===== src/rtl/wrr_mem_arbiter_if.sv =====
// Request/grant bundle between the PE requesters, the memory controller and the arbiter.
// The arbiter uses the slave modport.
interface wrr_mem_arbiter_if #(
  parameter int unsigned NUM_REQ  = 10,
  parameter int unsigned WEIGHT_W = 3
);
  localparam int unsigned IdW = $clog2(NUM_REQ);

  logic [NUM_REQ-1:0]          req;
  logic [NUM_REQ*WEIGHT_W-1:0] weight;
  logic [NUM_REQ-1:0]          lock;
  logic                        ack;
  logic [NUM_REQ-1:0]          gnt;
  logic                        gnt_valid;
  logic [IdW-1:0]              gnt_id;

  modport master (output req, weight, lock, ack, input gnt, gnt_valid, gnt_id);
  modport slave  (input req, weight, lock, ack, output gnt, gnt_valid, gnt_id);
endinterface


===== src/rtl/wrr_mem_arbiter.sv =====
// Weighted round-robin arbiter for the shared-memory port: registered one-hot grant,
// per-turn burst credit, lock for atomic sequences, same-cycle re-arbitration on release.
module wrr_mem_arbiter #(
  parameter int unsigned NUM_REQ  = 10,
  parameter int unsigned WEIGHT_W = 3,
  parameter int unsigned LOCK_MAX = 15
) (
  input logic              clk,
  input logic              rst,
  wrr_mem_arbiter_if.slave bus
);
  localparam int unsigned IdW  = $clog2(NUM_REQ);
  localparam int unsigned CntW = $clog2(LOCK_MAX + 1);

  typedef enum logic [0:0] {StIdle, StOwn} state_e;

  state_e              state_q, state_d;
  logic [IdW-1:0]      owner_q, owner_d;
  logic [IdW-1:0]      ptr_q, ptr_d;
  logic [WEIGHT_W-1:0] credit_q, credit_d;
  logic [CntW-1:0]     lock_cnt_q, lock_cnt_d;
  logic [NUM_REQ-1:0]  gnt_q, gnt_d;

  logic [IdW-1:0]      nxt_ptr, arb_ptr, arb_idx, idx_m, idx_u, grant_idx;
  logic [NUM_REQ-1:0]  arb_req, arb_masked;
  logic                arb_valid, any_m, do_grant;
  logic                own_req, own_lock, lock_ok, keep_on_ack;
  logic [WEIGHT_W-1:0] wfield;

  assign nxt_ptr  = (owner_q == IdW'(NUM_REQ - 1)) ? '0 : owner_q + IdW'(1);
  assign own_req  = bus.req[owner_q];
  assign own_lock = bus.lock[owner_q];
  // lock_cnt includes the ack being taken, so a locked turn ends after LOCK_MAX acks.
  assign lock_ok     = own_lock && ((32'(lock_cnt_q) + 32'd1) < LOCK_MAX);
  assign keep_on_ack = own_req && ((credit_q > WEIGHT_W'(1)) || lock_ok);

  // Candidates: in OWN the old owner is masked out and the search starts just past it.
  always_comb begin
    arb_ptr = ptr_q;
    arb_req = bus.req;
    if (state_q == StOwn) begin
      arb_ptr = nxt_ptr;
      arb_req[owner_q] = 1'b0;
    end
  end

  // Masked/unmasked priority pair; the downward scan leaves the lowest set index.
  always_comb begin
    arb_masked = '0;
    idx_m      = '0;
    idx_u      = '0;
    any_m      = 1'b0;
    for (int i = 0; i < int'(NUM_REQ); i++) begin
      arb_masked[i] = arb_req[i] && (i >= int'(arb_ptr));
    end
    for (int i = int'(NUM_REQ) - 1; i >= 0; i--) begin
      if (arb_masked[i]) begin
        idx_m = IdW'(i);
        any_m = 1'b1;
      end
      if (arb_req[i]) idx_u = IdW'(i);
    end
  end

  assign arb_idx   = any_m ? idx_m : idx_u;
  assign arb_valid = |arb_req;

  always_comb begin
    state_d    = state_q;
    owner_d    = owner_q;
    ptr_d      = ptr_q;
    credit_d   = credit_q;
    lock_cnt_d = lock_cnt_q;
    do_grant   = 1'b0;
    grant_idx  = arb_idx;
    unique case (state_q)
      StIdle: do_grant = arb_valid;
      StOwn: begin
        if (bus.ack && keep_on_ack) begin
          credit_d = (credit_q != '0) ? credit_q - WEIGHT_W'(1) : '0;
          if (own_lock && (32'(lock_cnt_q) < LOCK_MAX)) lock_cnt_d = lock_cnt_q + CntW'(1);
        end else if (bus.ack || !own_req) begin
          ptr_d = nxt_ptr;
          if (arb_valid) begin
            do_grant = 1'b1;
          end else if (own_req) begin
            do_grant  = 1'b1;
            grant_idx = owner_q;
          end else begin
            state_d = StIdle;
            owner_d = '0;
          end
        end
      end
      default: state_d = StIdle;
    endcase

    wfield = bus.weight[int'(grant_idx) * int'(WEIGHT_W) +: WEIGHT_W];
    if (do_grant) begin
      state_d    = StOwn;
      owner_d    = grant_idx;
      credit_d   = (wfield == '0) ? WEIGHT_W'(1) : wfield;
      lock_cnt_d = '0;
    end

    gnt_d = '0;
    if (state_d == StOwn) gnt_d[owner_d] = 1'b1;
  end

  always_ff @(posedge clk or negedge rst) begin
    if (!rst) begin
      state_q    <= StIdle;
      owner_q    <= '0;
      ptr_q      <= '0;
      credit_q   <= '0;
      lock_cnt_q <= '0;
      gnt_q      <= '0;
    end else begin
      state_q    <= state_d;
      owner_q    <= owner_d;
      ptr_q      <= ptr_d;
      credit_q   <= credit_d;
      lock_cnt_q <= lock_cnt_d;
      gnt_q      <= gnt_d;
    end
  end

  assign bus.gnt       = gnt_q;
  assign bus.gnt_valid = |gnt_q;
  assign bus.gnt_id    = owner_q;
endmodule


===== src/flat_wrapper.sv =====
// flat-port wrapper written by rule: the top's interface ports become plain ports
module wrr_mem_arbiter_flat 
#(
  parameter int unsigned NUM_REQ  = 10,
  parameter int unsigned WEIGHT_W = 3,
  parameter int unsigned LOCK_MAX = 15
)
  (clk, rst, bus_req, bus_weight, bus_lock, bus_ack, bus_gnt, bus_gnt_valid, bus_gnt_id);
  wrr_mem_arbiter_if #(.NUM_REQ(NUM_REQ), .WEIGHT_W(WEIGHT_W)) bus_i ();
  input logic clk;
  input logic rst;
  input wire logic [$bits(bus_i.req)-1:0] bus_req;
  input wire logic [$bits(bus_i.weight)-1:0] bus_weight;
  input wire logic [$bits(bus_i.lock)-1:0] bus_lock;
  input wire logic [$bits(bus_i.ack)-1:0] bus_ack;
  output wire logic [$bits(bus_i.gnt)-1:0] bus_gnt;
  output wire logic [$bits(bus_i.gnt_valid)-1:0] bus_gnt_valid;
  output wire logic [$bits(bus_i.gnt_id)-1:0] bus_gnt_id;
  assign bus_i.req = bus_req;
  assign bus_i.weight = bus_weight;
  assign bus_i.lock = bus_lock;
  assign bus_i.ack = bus_ack;
  assign bus_gnt = bus_i.gnt;
  assign bus_gnt_valid = bus_i.gnt_valid;
  assign bus_gnt_id = bus_i.gnt_id;
  wrr_mem_arbiter #(.NUM_REQ(NUM_REQ), .WEIGHT_W(WEIGHT_W), .LOCK_MAX(LOCK_MAX)) u_core (.clk(clk), .rst(rst), .bus(bus_i));
endmodule

===== config.mk =====
export PLATFORM = sky130hd
export DESIGN_NAME = wrr_mem_arbiter_flat
export DESIGN_NICKNAME = d
export VERILOG_FILES = /design/src/rtl/wrr_mem_arbiter_if.sv /design/src/rtl/wrr_mem_arbiter.sv /design/src/flat_wrapper.sv
export SDC_FILE = /design/constraint.sdc
export NUM_CORES = 1
export LEC_CHECK = 0
export BUFFER_PORTS_ARGS = -buffer_cell sky130_fd_sc_hd__buf_2
export CORE_MARGIN = 2
export CORE_UTILIZATION = 45
export DETAILED_ROUTE_END_ITERATION = 12
export PLACE_DENSITY = 0.8
export SYNTH_ARGS = -nofsm -noshare
export SYNTH_HDL_FRONTEND = slang
export SYNTH_SLANG_ARGS = --single-unit

===== constraint.sdc =====
create_clock -name clk -period 3 [get_ports clk]
set_input_delay 0.6 -clock clk [delete_from_list [all_inputs] [get_ports clk]]
set_output_delay 0.6 -clock clk [all_outputs]
set_load 0.005 [all_outputs]

== Yosys cells after proc, flatten, opt, wreduce, memory -nomap -nowiden ==
Index checks and enable logic that the tools add are counted.
Widths: inputs -> output; s select.

* Bits of input ports: 53
* Word-level logic and storage cells: 135
* Output and inout port bits: 15
* Register bits: 26

* $add $sub $neg: 4
* $mul: 1
* Magnitude comparators: 17
* Multiplexer cells: 72
* Bitwise logic cells: 4
* Equality and inequality tests: 1
* Shift-type cells: 1
* Reductions and logical operators: 29

{| class="wikitable"
|+ Operators with widths
! kind !! count
|-
| $mux 4 || 38
|-
| $lt 32x4->1 const B || 1
|-
| $shiftx 30x32->3 || 1
|-
| $mux 1 || 22
|-
| $mux 10 || 2
|-
| $reduce_or 10->1 || 2
|-
| $ge 3x4->1 const A || 4
|-
| $logic_and 1x1->1 || 16
|-
| $mux 3 || 5
|-
| $and 10x10->10 || 1
|-
| $lt 4x5->1 const B || 2
|-
| $not 10->10 || 1
|-
| $add 4x1->4 const B || 2
|-
| $bmux 1 s4 || 2
|-
| $demux 1 s4 || 2
|-
| $ge 1x4->1 const A || 2
|-
| $ge 2x4->1 const A || 2
|-
| $ge 4x1->1 const B || 2
|-
| $ge 4x4->1 const A || 2
|-
| $mul 4x2->6 const B || 1
|-
| $reduce_and 3->1 || 2
|-
| $reduce_bool 2->1 || 3
|-
| $add 4x1->5 const B || 1
|-
| $eq 4x4->1 const B || 1
|-
| 10 further kinds || 12
|}

== Logic depth before layout (Yosys ltp) ==
Gate-level depths: netlist of run 1.

* Word-level depth: 30
* Mapped depth: 15

== Least setup slack after synthesis of run 1 ==
No wires, ideal clock.

* Kind: flip-flop to flip-flop
* Start: register u_core.owner_q[3] (netlist: u_core.bus.gnt_id[3])
* End: register u_core.credit_q[0]
* Clock period less this slack: 3.294 ns
* Slack: -0.294 ns
* Setup time: 0.120 ns
* Required time: 2.880 ns
* Stages on the path, launching flop included: 14
* Arrival: 3.174 ns
* Path through: dfrtp_1 -> buf_4 -> or3b_4 -> o21ai_4 -> inv_2 -> or4_1 -> o221ai_1 -> a311oi_2 -> nor3_4 -> buf_2 -> mux2_1 -> a211oi_1 -> a32oi_1 -> a31o_1

* Word-level cells in the longest chain between the ends: 29

{| class="wikitable"
|+ Ends and longest elaborated chain
! item !! line !! source
|-
| from (decl) || wrr_mem_arbiter.sv:18 || <nowiki>logic [IdW-1:0] owner_q, owner_d;</nowiki>
|-
| from (signal assigned) || wrr_mem_arbiter.sv:120 || <nowiki>owner_q <= owner_d;</nowiki>
|-
| $lt 4x5->1 (not written as such) or $ge 4x1->1 (tied branches) || wrr_mem_arbiter.sv:43 || <nowiki>arb_req[owner_q] = 1'b0;</nowiki>
|-
| $logic_and 1x1->1 (not written as such) || wrr_mem_arbiter.sv:43 ||
|-
| $mux 1 (not written as such) || wrr_mem_arbiter.sv:43 ||
|-
| $demux 1 s4 || -- ||
|-
| $not 10->10 (no line) || -- ||
|-
| $and 10x10->10 (no line) || -- ||
|-
| $mux 10 || wrr_mem_arbiter.sv:41 || <nowiki>if (state_q == StOwn) begin</nowiki>
|-
| $logic_and 1x1->1 || wrr_mem_arbiter.sv:54 || <nowiki>arb_masked[i] = arb_req[i] && (i >= int'(arb_ptr));</nowiki>
|-
| (+13 left out) || -- ||
|-
| $mux 4 || wrr_mem_arbiter.sv:82 || <nowiki>end else if (bus.ack || !own_req) begin</nowiki>
|-
| $mux 4 || wrr_mem_arbiter.sv:79 || <nowiki>if (bus.ack && keep_on_ack) begin</nowiki>
|-
| $mux 4 || wrr_mem_arbiter.sv:76 || <nowiki>unique case (state_q)</nowiki>
|-
| $mul 4x2->6 || wrr_mem_arbiter.sv:98 || <nowiki>wfield = bus.weight[int'(grant_idx) * int'(WEIGHT_W) +: WEIGHT_W];</nowiki>
|-
| $shiftx 30x32->3 || wrr_mem_arbiter.sv:98 ||
|-
| $logic_not 3->1 || wrr_mem_arbiter.sv:102 || <nowiki>credit_d = (wfield == '0) ? WEIGHT_W'(1) : wfield;</nowiki>
|-
| $mux 3 || wrr_mem_arbiter.sv:102 ||
|-
| $mux 3 || wrr_mem_arbiter.sv:99 || <nowiki>if (do_grant) begin</nowiki>
|-
| to (signal assigned) || wrr_mem_arbiter.sv:122 || <nowiki>credit_q <= credit_d;</nowiki>
|-
| to (decl) || wrr_mem_arbiter.sv:20 || <nowiki>logic [WEIGHT_W-1:0] credit_q, credit_d;</nowiki>
|}

Parallel ways exist; a longest one is shown, timed or not. The select of a mux whose other input is x is not followed.
A chain may end at the register's enable or synchronous reset.

== Final worst setup path of run 1 ==
* Start: register u_core.state_q
* End: register u_core.credit_q[1]

* Word-level cells in the longest chain between the ends: 24

{| class="wikitable"
|+ Ends and longest elaborated chain
! item !! line !! source
|-
| from (decl) || wrr_mem_arbiter.sv:17 || <nowiki>state_e state_q, state_d;</nowiki>
|-
| from (signal assigned) || wrr_mem_arbiter.sv:112 || <nowiki>state_q <= StIdle;</nowiki>
|-
| from (signal assigned) || wrr_mem_arbiter.sv:119 || <nowiki>state_q <= state_d;</nowiki>
|-
| $mux 4 || wrr_mem_arbiter.sv:41 ||
|-
| $ge 4x4->1 || wrr_mem_arbiter.sv:54 ||
|-
| $logic_and 1x1->1 || wrr_mem_arbiter.sv:54 ||
|-
| $mux 4 or $mux 1 (tied branches) (10 in a row) || wrr_mem_arbiter.sv:57 || <nowiki>if (arb_masked[i]) begin</nowiki>
|-
| $mux 4 || wrr_mem_arbiter.sv:65 || <nowiki>assign arb_idx = any_m ? idx_m : idx_u;</nowiki>
|-
| $mux 4 || wrr_mem_arbiter.sv:86 || <nowiki>end else if (own_req) begin</nowiki>
|-
| $mux 4 || wrr_mem_arbiter.sv:84 || <nowiki>if (arb_valid) begin</nowiki>
|-
| $mux 4 || wrr_mem_arbiter.sv:82 ||
|-
| $mux 4 || wrr_mem_arbiter.sv:79 ||
|-
| $mux 4 || wrr_mem_arbiter.sv:76 ||
|-
| $mul 4x2->6 || wrr_mem_arbiter.sv:98 ||
|-
| $shiftx 30x32->3 || wrr_mem_arbiter.sv:98 ||
|-
| $logic_not 3->1 || wrr_mem_arbiter.sv:102 ||
|-
| $mux 3 || wrr_mem_arbiter.sv:102 ||
|-
| $mux 3 || wrr_mem_arbiter.sv:99 ||
|}

Parallel ways exist; a longest one is shown, timed or not.

==> results of run 1 <==
-- what timing repair did --
action | CTS | global route
pin swaps | 16 | 12
cloned | 0 | 0
setup buffers | 14 | 5
setup endpoints to repair | 18 | 19
gates resized for setup | 36 | 26
-- synth_stat cells (all sizes together), types with 2 or more instances --
| cell | count |
|---|---|
| nand2 | 27 |
| dfrtp | 26 |
| o21ai | 23 |
| nor2 | 19 |
| a21oi | 18 |
| inv | 13 |
| mux2 | 12 |
| buf | 10 |
| mux2i | 10 |
| nand3 | 8 |
| a31oi | 7 |
| nor3 | 6 |
| a211oi | 5 |
| and2 | 5 |
| nand2b | 5 |
| nand3b | 5 |
| nor2b | 5 |
| o211ai | 5 |
| o21a | 5 |
| a311oi | 4 |
| and3 | 4 |
| and3b | 4 |
| ha | 4 |
| mux4 | 4 |
| or2 | 4 |
| a21o | 3 |
| a221oi | 3 |
| nor4 | 3 |
| o31ai | 3 |
| a21bo | 2 |
| a21boi | 2 |
| a31o | 2 |
| clkbuf | 2 |
| nand4 | 2 |
| o22a | 2 |
| o2bb2ai | 2 |
| or3 | 2 |
| or4 | 2 |
-- sequential cells by signal, summed over array words and instances (netlist names) --
name / cells
u_core.bus.gnt_id: 4
u_core.lock_cnt_q: 4
u_core.state_q: 1
u_core.credit_q: 3
u_core.ptr_q: 4
u_core.bus.gnt: 10
-- layout make-up --
cell class	count	share of cell area (%)
multi-input combinational	231	49.35
timing repair buffer	170	28.89
sequential	26	16.51
tap	70	2.210
inverter	13	1.231
clock buffer	3	1.042
clock inverter	1	0.7578
-- cells by family (layout without fill, tap and decap cells) --
kind of cell | count (synthesis) | in the layout | share of synthesized area [%]
multiplexers | 26 | 26 | 13.52
AND/OR/NAND/NOR | 106 | 106 | 24.34
AO/OA/AOI/OAI | 95 | 95 | 27.98
flip-flops | 26 | 26 | 27.04
adder cells (fa/ha/maj) | 4 | 4 | 2.080
buffers and inverters | 25 | 187 | 5.044
-- how the worst max path moves through the flow --
stage	from	end	cells after the start
after global placement	bus_req[3]	u_core.credit_q[0]	12
after CTS	u_core.bus.gnt_id[3]	u_core.credit_q[0]	12
after global routing	u_core.state_q	u_core.credit_q[2]	14
final	u_core.state_q	u_core.credit_q[1]	13
after floorplan	bus_req[3]	u_core.credit_q[0]	12
after detailed placement	bus_req[3]	u_core.credit_q[1]	12
-- power breakdown --
| group | switching (mW) | leakage, nW | internal [mW] | total, mW |
|---|---|---|---|---|
| clock network | 0.116 | 0.0357 | 0.179 | 0.295 |
| registers | 0.124 | 0.326 | 0.510 | 0.634 |
| logic | 2.28 | 1.50 | 2.43 | 4.70 |
-- routing by layer --
metal,up-vias,track usage [%],wire (um)
met5,-,0,0
met4,0,10.54,286
met3,33,2.941,411
met2,134,54.61,4791
met1,1472,32.92,3491
li1,1391,-,-
==> impl_summary.txt, run 1 <==
----------------------------------------------------
[Status]
  Status ... finished, violations left
  Failing checks ... setup timing

[Synth]
  Instance count of the mapped netlist ... 282
  Cell taking the most area after synthesis ... dfrtp_1
  Sequential share of the synthesized area ... 27.04%
  Proportion of netlist area held by the largest area contributor ... 27.04%
  Number of different library cells in the post-synthesis netlist ... 67
  Number of nets in the synthesized netlist ... 339
  Top cells by area in the synthesized netlist ... dfrtp_1, mux2_2, nand2_1, mux2i_1, a21oi_1
  Count of flip-flops with a built-in enable after synthesis ... 0
  Post-Synthesis Cell Area ... 2406 um^2
  Synth warn ... 0
  Top_reg_cell synth ... dfrtp_1
  Synth async-reset ratio ... 100.0%
  Synthesized area divided by synthesized cell count ... 8.532 um^2
  Register bit count reported by yosys ... 26

[Worst setup path]
  Crit path largest cell delay ... 0.49 ns
  Critical path's top delay family ... simple AND/OR/NAND/NOR gates
  Startpoint of the most critical register-to-register path ... u_core.state_q
  Largest fanout on the critical path ... 10
  Path depth of the worst reg2reg path ... 13
  Kind of end point of the critical path ... flip-flop
  Number of buffers and inverters on the critical path ... 2
  Cell occurring most often along the worst timing path ... mux2i_1
  Crit path cell chain ... buf_4 -> nand3b_2 -> o21ai_0 -> nand4_1 -> nor3_2 -> and3_4 -> o2bb2ai_4 -> buf_12 -> mux2i_1 -> mux2i_1 -> nor4_2 -> or4_1 -> o311ai_2
  Endpoint of the most critical register-to-register path ... u_core.credit_q[1]
  Critical path type ... reg2reg
  Worst EP required ... 3.18 ns
  Worst endpoint data arrival time ... 3.56 ns
  Critical path launch point type ... flip-flop
  Reg2Reg Setup Slack ... -0.38 ns
  Highest-delay cell along the critical path ... or4_1

[Power]
  Worst ir drop on vdd ... 0.9372 mV
  Leakage power figure ... 1.860 nW
  Power per unit of standard cell area ... 1421 nW/um^2
  Total power consumption of the routed design ... 5.631 mW

[Global route]
  Initial antenna violation count ... 0
  Via count of the first global-routing pass ... 3094
  First-pass GRT wire length ... 14030 um
  Global-route congestion overflow total ... 0
  Pin count of the biggest net entering global routing ... 27
  Overall Global Routing Usage ... 28.77%

[Timing]
  Fin crit share ... 112.6%
  Hold Vio Cnt, Final ... 0
  Post-route setup TNS ... -4.335 ns
  Post-route worst hold slack ... 0.3105 ns
  Unrepaired setup endpoints after global routing ... yes
  Number of pins exceeding their max-slew limit in the final report ... 0
  Final worst path period need ... 3.378 ns
  Worst-margin pin slew ... 0.5809 ns
  # setup viols final ... 18
  Crit path setup slack, layout ... -0.3784 ns
  Clock skew ... 0.003069 ns
  Relative max-transition margin ... 61.27%
  Maximum achievable frequency ... 296.0 MHz

[Routing]
  Initial DRC count ... 239
  1st-pass router iterations ... 5
  Post-route DRC violation count ... 0
  Routed wire length per instance ... 17.47 um
  Drt total wl ... 8980 um
  Via count ... 3030
  Antenna violation net count after detailed routing ... 0
  Average via count per standard cell ... 5.895

[Finish]
  Final-stage net count ... 502
  Filler Cell Count ... 338
  Multi-input logic area ... 1956 um^2
  Area of all sequential standard cells ... 654.4 um^2
  Commonest cells after routing, fill and taps aside ... buf_4, buf_2, nand2_1
  Ratio of cells with drive above 1 in the final layout ... 57.88%
  Most frequent standard cell in the layout excluding fill and tap cells ... buf_4
  Final non-filler cell total ... 514
  Fin area ... 3963 um^2
  Area Overhead vs Synth ... 64.69%
  Final core utilization ... 77.09%
  N_diodes ... 0

[Place]
  Number of buffer cells added on primary ports ... 67
  Post-placement cell area ... 3467 um^2
  # placed instances ... 491
  Last weighted congestion value of the routability-driven placer ... 0.8829
  Total half-perimeter wirelength after legalization and detailed placement ... 6097 um
  Setup slack at placement ... -0.3836 ns

[Floorplan]
  Site Rows ... 26
  Area of the core ... 5140 um^2
  Die Height ... 77.12 um
  Effective utilization at floorplan ... 46.81%
  Die outline area ... 5947 um^2
  Boundary Pins ... 68
  Die X ... 77.12 um

[Hold path]
  Class of the worst hold path ... in2async

[Clock tree]
  CTS tree ... built
  CTS Buffer Depth ... 2
  Reg clk slew, reported paths ... 0.09 ns
  Library cell used as clock root buffer ... clkbuf_8
  TritonCTS sink count ... 26
  Number of hold buffers added after cts ... 0
  Total clock buffers created by CTS ... 3
  Insertion delay of the later-clocked pin in the worst-skew pair ... 0.28 ns
  Number of H-tree levels ... 1

[Run]
  Count of maximum capacitance violations ... 0

----------------------------------------------------
Note: power is estimated with default switching activity, not from simulation.
==> run 2: changes to the inputs <==
Settings changed: CORE_MARGIN 2 to 4.
==> run 2 against run 1 <==
  * Global-route usage fell by 3.7 points
  * Combinational power is 9.8% higher
  * Hold slack better by 0.012 ns
  * Worst setup slack better by 0.041 ns
  * The flow still finishes with violations (setup timing)
  * Critical path type unchanged
  * Critical path depth unchanged
  * Largest power group unchanged
  * Maximum frequency is 1.2% higher
  * Wire length grew 2.2%
==> impl_summary.txt, run 2 (same netlist as run 1, synthesis figures left out) <==
----------------------------------------------------
[Clock tree]
  CTS tree ... built
  CTS Buffer Depth ... 2
  Number of hold buffers added after cts ... 0
  Insertion delay of the later-clocked pin in the worst-skew pair ... 0.27 ns
  Total clock buffers created by CTS ... 3
  Number of H-tree levels ... 1
  TritonCTS sink count ... 26
  Library cell used as clock root buffer ... clkbuf_8
  Reg clk slew, reported paths ... 0.08 ns

[Worst setup path]
  Cell occurring most often along the worst timing path ... buf_4
  Largest fanout on the critical path ... 6
  Critical path type ... reg2reg
  Critical path launch point type ... flip-flop
  Crit path cell chain ... buf_4 -> buf_4 -> a32o_1 -> o21ai_1 -> nand3_2 -> a311oi_4 -> o2bb2ai_4 -> buf_12 -> mux2i_1 -> nand3_1 -> o31ai_2 -> or3_4 -> o311ai_2
  Endpoint of the most critical register-to-register path ... u_core.credit_q[1]
  Startpoint of the most critical register-to-register path ... u_core.state_q
  Critical path's top delay family ... compound AO/OA/AOI/OAI gates
  Crit path largest cell delay ... 0.44 ns
  Path depth of the worst reg2reg path ... 13
  Highest-delay cell along the critical path ... dfrtp_1
  Worst EP required ... 3.18 ns
  Reg2Reg Setup Slack ... -0.34 ns
  Kind of end point of the critical path ... flip-flop
  Number of buffers and inverters on the critical path ... 3
  Worst endpoint data arrival time ... 3.51 ns

[Routing]
  Drt total wl ... 9176 um
  Antenna violation net count after detailed routing ... 0
  Via count ... 2999
  Average via count per standard cell ... 5.767
  1st-pass router iterations ... 4
  Post-route DRC violation count ... 0
  Initial DRC count ... 170
  Routed wire length per instance ... 17.65 um

[Finish]
  Ratio of cells with drive above 1 in the final layout ... 61.56%
  Multi-input logic area ... 2063 um^2
  Area of all sequential standard cells ... 654.4 um^2
  Most frequent standard cell in the layout excluding fill and tap cells ... buf_4
  Commonest cells after routing, fill and taps aside ... buf_4, buf_2, nand2_1, dfrtp_1, nor2_1
  Filler Cell Count ... 304
  Final-stage net count ... 509
  Final non-filler cell total ... 520
  N_diodes ... 0
  Fin area ... 4151 um^2
  Number of flip-flops under the largest register name ... 10
  Area Overhead vs Synth ... 72.54%

[Timing]
  Final worst path period need ... 3.337 ns
  Hold Vio Cnt, Final ... 0
  Unrepaired setup endpoints after global routing ... yes
  Crit path setup slack, layout ... -0.3374 ns
  Clock skew ... 0.004081 ns
  Relative max-transition margin ... 61.59%
  Worst-margin pin slew ... 0.5762 ns
  Maximum achievable frequency ... 299.6 MHz
  Number of pins exceeding their max-slew limit in the final report ... 0
  Fin crit share ... 111.2%
  # setup viols final ... 11

[Status]
  Status ... finished, violations left
  Failing checks ... setup timing

[Place]
  # placed instances ... 492
  Last weighted congestion value of the routability-driven placer ... 0.9128
  Number of buffer cells added on primary ports ... 67
  Post-placement cell area ... 3475 um^2
  Total half-perimeter wirelength after legalization and detailed placement ... 6169 um

[Global route]
  Overall Global Routing Usage ... 25.05%
  Initial antenna violation count ... 0
  Via count of the first global-routing pass ... 2879
  First-pass GRT wire length ... 13000 um
  Pin count of the biggest net entering global routing ... 27
  Global-route congestion overflow total ... 0

[Floorplan]
  Site Rows ... 26
  Effective utilization at floorplan ... 46.81%
  Boundary Pins ... 68
  Die X ... 81.12 um
  Die outline area ... 6580 um^2
  Die Height ... 81.12 um
  Area of the core ... 5140 um^2

[Power]
  Worst ir drop on vdd ... 0.9952 mV
  Power per unit of standard cell area ... 1443 nW/um^2
  Leakage power figure ... 1.935 nW

[Hold path]
  Class of the worst hold path ... in2async

[Run]
  Count of maximum capacitance violations ... 0

----------------------------------------------------
## run 2: worst max path at each step
stage | startpoint | depth (start not counted) | end
floorplan | bus_req[3] | 12 | u_core.credit_q[0]
global placement | bus_req[3] | 12 | u_core.credit_q[0]
detailed placement | bus_req[3] | 12 | u_core.credit_q[0]
CTS | u_core.bus.gnt_id[0] | 14 | u_core.credit_q[1]
global route | u_core.bus.gnt_id[2] | 15 | u_core.credit_q[1]
finish | u_core.state_q | 13 | u_core.credit_q[1]
## run 2: through the flow
| stage | TNS, ns | power (mW) | utilization (%) | setup WS, ns | hold slack [ns] |
|---|---|---|---|---|---|
| 2_1_floorplan | -0.2183 | 2.863 | - | -0.1353 | 0.3044 |
| 3_3_place_gp | -2.721 | 4.229 | 67.60 | -0.3323 | 0.5104 |
| 3_5_place_dp | -4.182 | 4.333 | 67.60 | -0.3856 | 0.5189 |
| 4_1_cts | -0.6883 | 4.874 | 72.37 | -0.2556 | 0.3314 |
| 5_1_grt | -2.747 | 6.343 | 80.77 | -0.4162 | 0.3526 |
| 6_report | -1.159 | 5.990 | 80.77 | -0.3374 | 0.3229 |
## run 2: routing by layer
metal / global-route usage, % / up-vias / share of wire, %
li1: - / 1405 / -
met1: 28.70 / 1434 / 39
met2: 47.62 / 131 / 52
met3: 3.215 / 29 / 5.9
met4: 7.939 / 0 / 3.3
met5: 0 / - / 0
## run 2: timing repair
action                     CTS  global route
cloned                       0             1
pin swaps                   12            38
resized for setup           33            70
setup buffers               10            16
setup endpoints to repair   18            18
## run 2: cell type report
type | count | area share (%)
Multi-Input combinational cell | 231 | 49.70
Clock buffer | 3 | 0.9946
Inverter | 13 | 1.175
Tap cell | 70 | 2.110
Sequential cell | 26 | 15.76
Timing Repair Buffer | 177 | 30.26
## run 2: power by group
group | leakage, nW | switching, mW | internal, mW
Combinational | 1.59 | 2.40 | 2.75
Clock | 0.0216 | 0.0997 | 0.0899
Sequential | 0.326 | 0.133 | 0.510
Total | 1.93 | 2.64 | 3.35
==> run 3: changes to the inputs <==
Settings changed: RECOVER_POWER set to 50.
==> run 3 against run 2 <==
  * The run still ends with setup timing left
  * Maximum frequency about the same
  * Design area hardly changed
  * Clock skew about the same
  * Sequential power about the same
  * Hold slack improved by 0.23 ns
  * Die area is the same
  * Sequential cell count is the same
  * First-iteration DRC count unchanged
  * Wire length about the same
  * Sequential share of layout area barely moved
  * Utilization barely moved
  * Cell count did not move
==> impl_summary.txt, run 3 (same netlist as run 1, synthesis figures left out) <==
----------------------------------------------------
[Status]
  Status ... finished, violations left
  Failing checks ... setup timing

[Worst setup path]
  Kind of end point of the critical path ... flip-flop
  Largest fanout on the critical path ... 6
  Worst endpoint data arrival time ... 3.52 ns
  Startpoint of the most critical register-to-register path ... u_core.state_q
  Cell occurring most often along the worst timing path ... buf_4
  Critical path launch point type ... flip-flop
  Startpoint of the most critical setup path ... u_core.state_q
  Highest-delay cell along the critical path ... dfrtp_1
  Crit path largest cell delay ... 0.44 ns
  Worst EP required ... 3.18 ns
  Critical path type ... reg2reg
  Crit path cell chain ... buf_4 -> buf_4 -> a32o_1 -> o21ai_1 -> nand3_2 -> a311oi_4 -> o2bb2ai_4 -> buf_12 -> mux2i_1 -> nand3_1 -> o31ai_2 -> or3_4 -> o311ai_2

[Finish]
  N_diodes ... 0
  Commonest cells after routing, fill and taps aside ... buf_4, buf_2, nand2_1, dfrtp_1, nor2_1
  Most frequent standard cell in the layout excluding fill and tap cells ... buf_4
  Number of flip-flops under the largest register name ... 10
  Fin area ... 4150 um^2
  Ratio of cells with drive above 1 in the final layout ... 61.33%
  Area Overhead vs Synth ... 72.49%
  Final-stage net count ... 509

[Timing]
  Fin crit share ... 111.3%
  Maximum achievable frequency ... 299.6 MHz
  Post-route worst hold slack ... 0.5491 ns
  Final worst path period need ... 3.338 ns
  Crit path setup slack, layout ... -0.3376 ns
  Unrepaired setup endpoints after global routing ... yes
  Number of pins exceeding their max-slew limit in the final report ... 0
  # setup viols final ... 11
  Hold Vio Cnt, Final ... 0
  Worst-margin pin slew ... 1.379 ns
  Relative max-transition margin ... 8.090%
  Clock skew ... 0.003889 ns

[Floorplan]
  Area of the core ... 5140 um^2
  Die outline area ... 6580 um^2
  Effective utilization at floorplan ... 46.81%
  Die X ... 81.12 um
  Die Height ... 81.12 um
  Boundary Pins ... 68
  Site Rows ... 26

[Routing]
  Routed wire length per instance ... 17.66 um
  Average via count per standard cell ... 5.771
  Via count ... 3001
  Total length of routed met2 wires ... 4738 um
  Sum of routed wire segments on met1 ... 3593 um
  Post-route DRC violation count ... 0
  Met3 Wirelength ... 546 um
  Antenna violation net count after detailed routing ... 0
  Drt total wl ... 9185 um
  Highest routed metal layer ... met4
  1st-pass router iterations ... 4
  Initial DRC count ... 170

[Power]
  Power per unit of standard cell area ... 1443 nW/um^2
  Leakage power figure ... 1.932 nW
  Worst ir drop on vdd ... 0.9952 mV
  Total power consumption of the routed design ... 5.990 mW

[Clock tree]
  CTS tree ... built
  Number of H-tree levels ... 1
  TritonCTS sink count ... 26
  Reg clk slew, reported paths ... 0.08 ns
  Total clock buffers created by CTS ... 3
  CTS Buffer Depth ... 2
  Library cell used as clock root buffer ... clkbuf_8
  Number of hold buffers added after cts ... 0
  Insertion delay of the later-clocked pin in the worst-skew pair ... 0.27 ns

[Global route]
  Initial antenna violation count ... 0
  Via count of the first global-routing pass ... 2879
  First-pass GRT wire length ... 13000 um
  Overall Global Routing Usage ... 25.05%
  Global-route congestion overflow total ... 0
  Pin count of the biggest net entering global routing ... 27

[Place]
  Total half-perimeter wirelength after legalization and detailed placement ... 6169 um
  Setup slack at placement ... -0.3856 ns
  Last weighted congestion value of the routability-driven placer ... 0.9128
  Number of buffer cells added on primary ports ... 67
  Post-placement cell area ... 3475 um^2

[Hold path]
  Class of the worst hold path ... reg2reg
  Startpoint of the lowest-slack hold path ... u_core.ptr_q[1]

[Run]
  Count of maximum capacitance violations ... 0

----------------------------------------------------
## run 3: cell types whose count changed in the layout (fill, tap and decap cells not counted), sizes merged
cell / change
clkbuf: +1
buf: -1
## run 3: final cells by class
cell class              instances  area [um^2]
multi-input cells             231         2063
repair buffers                177         1255
well taps                      70        87.58
flip-flops and latches         26        654.4
fillers                       305        989.7
clock buffers                   3        41.29
inverters                      13        48.80
## run 3: worst paths after layout
| path | end | slack (ns) | depth (start not counted) |
|---|---|---|---|
| min in group asynchronous | u_core.bus.gnt[5] | 0.63 | 1 |
| min reg2reg | u_core.ptr_q[1] | 0.55 | 1 |
| max | u_core.credit_q[1] | -0.34 | 13 |
| max reg2reg | u_core.credit_q[1] | -0.34 | 13 |
| max in group asynchronous | u_core.bus.gnt_id[2] | 1.46 | 1 |
| min | u_core.ptr_q[1] | 0.55 | 1 |
## run 3: timing repair
action / 4_1_cts / 5_1_grt
cloned: 0 / 1
pin swaps: 12 / 38
setup buffers: 10 / 16
endpoints found under the setup margin: 18 / 18
resized for setup: 33 / 70
## run 3: where the power goes
part	total, mW	internal, mW	switching, mW	leakage (nW)
clock	0.190	0.0899	0.0999	0.0216
sequential	0.644	0.510	0.134	0.326
combinational	5.16	2.75	2.40	1.58
## run 3: layer usage
metal	global-route usage, %	up-vias
li1	-	1405
met1	28.70	1436
met2	47.62	131
met3	3.215	29
met4	7.939	0
met5	0	-
## run 3: critical path, delay by kind of cell, from the launching register on
| family | cells | cell delay, ns |
|---|---|---|
| AO/OA/AOI/OAI | 6 | 1.46 |
| buffers and inverters | 3 | 0.52 |
| multiplexers | 1 | 0.12 |
| AND/OR/NAND/NOR | 3 | 0.70 |
| flip-flops | 1 | 0.44 |
## run 3: per-stage QoR
step	setup TNS (ns)	util [%]	instances
2_1_floorplan	-0.2183	-	282
3_5_place_dp	-4.182	67.60	492
3_3_place_gp	-2.721	67.60	492
6_report	-1.149	80.74	520
5_1_grt	-2.747	80.74	520
4_1_cts	-0.6883	72.37	505
